<file path="config.mk">
export PLATFORM = sky130hd
export DESIGN_NAME = glitch_filter
export DESIGN_NICKNAME = d
export VERILOG_FILES = /design/src/rtl/glitch_filter.sv
export SDC_FILE = /design/constraint.sdc
export NUM_CORES = 1
export LEC_CHECK = 0
export ABC_AREA = 1
export CORE_AREA = 2 2 39 41
export CTS_BUF_LIST = sky130_fd_sc_hd__clkbuf_4
export DETAILED_ROUTE_END_ITERATION = 8
export DIE_AREA = 0 0 41 43
export PLACE_DENSITY = 0.41
export SLEW_MARGIN = 10
export SYNTH_ARGS = -nofsm -noshare
export SYNTH_HDL_FRONTEND = slang
export SYNTH_SLANG_ARGS = --single-unit
</file>
<file path="constraint.sdc">
create_clock -name clock -period 1.49 [get_ports clock]
set_input_delay 0.149 -clock clock [delete_from_list [all_inputs] [get_ports clock]]
set_output_delay 0.149 -clock clock [all_outputs]
set_load 0.05 [all_outputs]
</file>
<file path="src/rtl/glitch_filter.sv">
// Stability filter and edge detector for an already-synchronized level.
// data_out follows data_in only after STABLE_CYCLES consecutive differing samples.
module glitch_filter #(
    parameter int   STABLE_CYCLES = 4,
    parameter logic RESET_VALUE   = 1'b0
) (
    input  logic clock,
    input  logic reset,
    input  logic data_in,
    output logic data_out,
    output logic rising_edge,
    output logic falling_edge,
    output logic pending
);

    localparam int unsigned CNT_W = (STABLE_CYCLES > 1) ? $clog2(STABLE_CYCLES) : 1;
    localparam logic [CNT_W-1:0] CNT_MAX = CNT_W'(STABLE_CYCLES - 1);

    if (STABLE_CYCLES < 1) begin : g_param_check
        $error("glitch_filter: STABLE_CYCLES must be >= 1 (got %0d)", STABLE_CYCLES);
    end

    logic [CNT_W-1:0] count;
    logic [CNT_W-1:0] count_nxt;
    logic             data_nxt;
    logic             rise_nxt;
    logic             fall_nxt;
    logic             pending_nxt;

    // Qualification: count differing samples, commit the change on the last one.
    always_comb begin
        count_nxt = '0;
        data_nxt  = data_out;
        rise_nxt  = 1'b0;
        fall_nxt  = 1'b0;
        if (data_in != data_out) begin
            if (count == CNT_MAX) begin
                data_nxt = data_in;
                rise_nxt = data_in;
                fall_nxt = ~data_in;
            end else begin
                count_nxt = count + CNT_W'(1);
            end
        end
        pending_nxt = (count_nxt != '0);
    end

    always_ff @(posedge clock or posedge reset) begin
        if (reset) begin
            count        <= '0;
            data_out     <= RESET_VALUE;
            rising_edge  <= 1'b0;
            falling_edge <= 1'b0;
            pending      <= 1'b0;
        end else begin
            count        <= count_nxt;
            data_out     <= data_nxt;
            rising_edge  <= rise_nxt;
            falling_edge <= fall_nxt;
            pending      <= pending_nxt;
        end
    end

endmodule
</file>
* Yosys cells after proc, flatten, opt, wreduce, memory -nomap -nowiden *
Index checks and enable logic that the tools add are counted.
Widths: inputs -> output; s select.

storage, ports and cells
  register bits = 6
  input port bits = 3
  output and inout port bits = 4
  word-level logic and storage cells = 17

cells by class
  $add $sub $neg = 1
  equal/unequal tests = 2
  muxes and demuxes = 6
  bitwise operators = 1
  reduce and logical (&&, ||, !) cells = 2

operator list
  cell                 number
  $mux 1               4
  $mux 2               2
  $add 2x1->2 const B  1
  $eq 2x2->1 const B   1
  $reduce_and 2->1     1
  $reduce_bool 2->1    1
  $ne 1x1->1           1
  $not 1->1            1

* Longest topological paths before layout *
  depth after elaboration = 4
  mapped depth = 5
  mapped depth without buffers = 5

* Worst setup path before layout *
OpenSTA, ideal clock, no wires.

  kind = reg2reg
  start point = reg data_out
  end point = reg pending
  setup time = 0.118 ns
  arrival = 0.976 ns
  required time = 1.372 ns
  path slack = 0.396 ns
  stages on the path, launching flop included = 6
  path buffers = 0
  clock period less this slack = 1.094 ns
  cells stage by stage = dfrtp_1 inv_1 nand2_1 nand2_1 nand2_1 nand2_1

between the ends
  longest elaborated chain between the ends = 3

ends and longest elaborated chain
  element                 line  RTL
  start, declared         10    output logic data_out,
  start signal, assigned  57    data_out <= data_nxt;
  $ne 1x1->1              36    if (data_in != data_out) begin
  $mux 2                  36
  $reduce_bool 2->1       45    pending_nxt = (count_nxt != '0);
  via pending_nxt         28    logic pending_nxt;
  end signal, assigned    60    pending <= pending_nxt;
  end, declared           13    output logic pending

The timed path passes the listed nets, and every way through them passes these cells.
A chain may end at the register's enable or synchronous reset.

* Worst setup path after layout *
  start point = reg data_out
  end point = out data_out

No word-level cell between the ends.

==> out/results.txt <==
Async SR Flop Fraction: 1.00
CTS Sinks: 6
Synth top cells by count: 7 x nand2_1, 6 x dfrtp_1, 6 x inv_1
1st-iter DRT viols: 3
Startpoint Class: flop
Clock Skew: 5.56 ps
Detailed Routing Iterations Pass 1: 4
Die outline width: 41 um
Die area: 1760 um2
Final Power: 0.666 mW
F_max: 1030 MHz
Layout cells sized above 1: 0.212
Nets: 39
Post-synthesis cell count: 24
Maximum clock insertion buffer count: 2
Storage cell area: 150 um2
Max Slew Vio Count: 0
Met3 Wirelength: 51 um
DIE HEIGHT: 43 um
Routed len/inst: 7.92 um
Reg2Reg Depth: 4
Slew at the pin closest to its max-slew limit: 223 ps
Row cnt: 14
Cell Area, Placed: 298 um2
Pleak: 0.185 nW
Combinational power share: 0.406
TritonCTS clock tree: built
Antenna Nets Post-Route: 0
Net load switching power: 0.272 mW
Post-CTS Resized: 0
Levels on crit path: 1
Crit path capture type: primary output
Antenna violations before repair: 0
Synth cell types: 6
M1 WL: 177 um
Vias/cell: 3.47
Met2 WL: 159 um
Peak VDD IR: 735 uV
Worst-Skew Late Latency: 240 ps
FF-to-FF Start: count[0]
Synthesized cell area: 228 um2
YS warnings: 0
Crit-path slowest cell: dfrtp_1
Global-route wire length before repair: 655 um
Critical Path RT: 1340 ps
Number of remaining DRC errors: 0
Final setup viols: 0
CP Class: reg -> out
Dominant cell by count in the synthesized netlist: nand2_1
Largest cells by area after synthesis: dfrtp_1 66%, nand2_1 12%, inv_1 9.9%, ha_1 5.5%, nor2_1 4.9%
Dpl cells: 46
CP bufs+invs: 1
Flop2flop setup slack: 570 ps
Ports: 7
Placer Congestion: 0.647
Layout area overhead: 40.7%
GRT Total Usage: 0.0636
Clk pwr share: 0.219
Worst slack, placed: 393 ps
Final Util: 0.231
IO buf count: 6
Setup TNS: 0 ps
Core Footprint: 1380 um2
Syn Area/Cell: 9.49 um2
Final Critical Period: 974 ps
CTS H-tree lvls: 1
Synth area leader: dfrtp_1
Total vias in the final route: 170
Max_cap viols: 0
Initial core utilization: 0.165
RSZ-0062 raised after global routing: false
Post-synth EDFFs: 0
Area of the multi-input gates: 55.1 um2
Cell Count, Final, Fillers Out: 49
Sequential area share after synthesis: 0.659
Vias in the first global route: 187
Switching Fraction: 0.408
Routed wire length: 388 um
Main synth FF type: dfrtp_1
Synth Net Count: 28
# hold bufs at CTS: 0
Top Layer Used: met3
Pint: 0.394 mW
Worst-path clk slew: 50 ps
Hold crit path type: in -> async
Crit-path max FO: 3
Critical R2R Capture: pending
Relative slew slack: 0.851
P per Cell Area: 2080 nW/um2
Slowest stage delay, CP: 390 ps
WHS: 127 ps
Critical path launch point: data_out
Finished layout cell area: 320 um2
Status: complete, no violations
Setup WS post-layout: 516 ps
Filler cell count: 150
Critical path capture point: data_out
Final Hold Vio Count: 0
Top cell type's share of synthesized area: 0.659
Root cell of the clock tree: clkbuf_4
Seq pwr share: 0.375
CP Cell Sequence: buf_4
Global route overflow: 0
Number of synthesized register bits: 6
Final period util: 0.654
# diodes: 0
CP top delay family: flip-flops
Largest net degree at the start of global routing: 7
CP arrival: 830 ps
CTS Buf Count: 3
Post-CTS Setup Inserts: 0
-- state kept, by name, indices dropped and copies added, names as in the netlist --
signal	flops
falling_edge	1
rising_edge	1
count	2
data_out	1
pending	1
-- routing by layer --
| layer | vias up | global-route usage |
|---|---|---|
| met3 | 0 | 0.0314 |
| met2 | 7 | 0.0781 |
| met4 | 0 | 0.0800 |
| met1 | 76 | 0.0656 |
| li1 | 87 | - |
| met5 | - | 0 |
-- how the worst min path moves through the flow --
stage | startpoint | end | depth (start not counted)
after global routing | reset | pending | 2
after floorplan | reset | count[0] | 1
after global placement | reset | rising_edge | 2
after CTS | reset | data_out | 2
after detailed placement | reset | data_out | 2
final | reset | data_out | 2
-- logic make-up after synthesis --
kind of cell | synth area share
buffers and inverters | 0.0989
flip-flops | 0.659
AO/OA/AOI/OAI | 0.0220
AND/OR/NAND/NOR | 0.165
adder cells (fa/ha/maj) | 0.0549
-- placed cells by master, fill, tap and decap left out --
| cell | instances |
|---|---|
| nand2_1 | 7 |
| buf_4 | 4 |
| inv_1 | 6 |
| ha_1 | 1 |
| dfrtp_1 | 6 |
| o21ai_0 | 1 |
| clkbuf_4 | 3 |
| nor2_1 | 3 |
| clkdlybuf4s50_1 | 2 |
-- power groups by stage --
stage	combinational (mW)	clock (mW)	sequential [mW]
after floorplan	0.0935	0	0.351
after global placement	0.266	0	0.246
after detailed placement	0.275	0	0.250
after CTS	0.274	0.158	0.250
after global routing	0.303	0.173	0.256
final	0.270	0.146	0.249
-- final cells by class --
class                      instances  share of cell area
tap                               16              0.0625
inverter                           6              0.0703
multi-input combinational         12               0.172
sequential                         6               0.469
timing repair buffer               6               0.156
clock buffer                       3              0.0703
No activity file was read; power rests on OpenSTA's default activity.
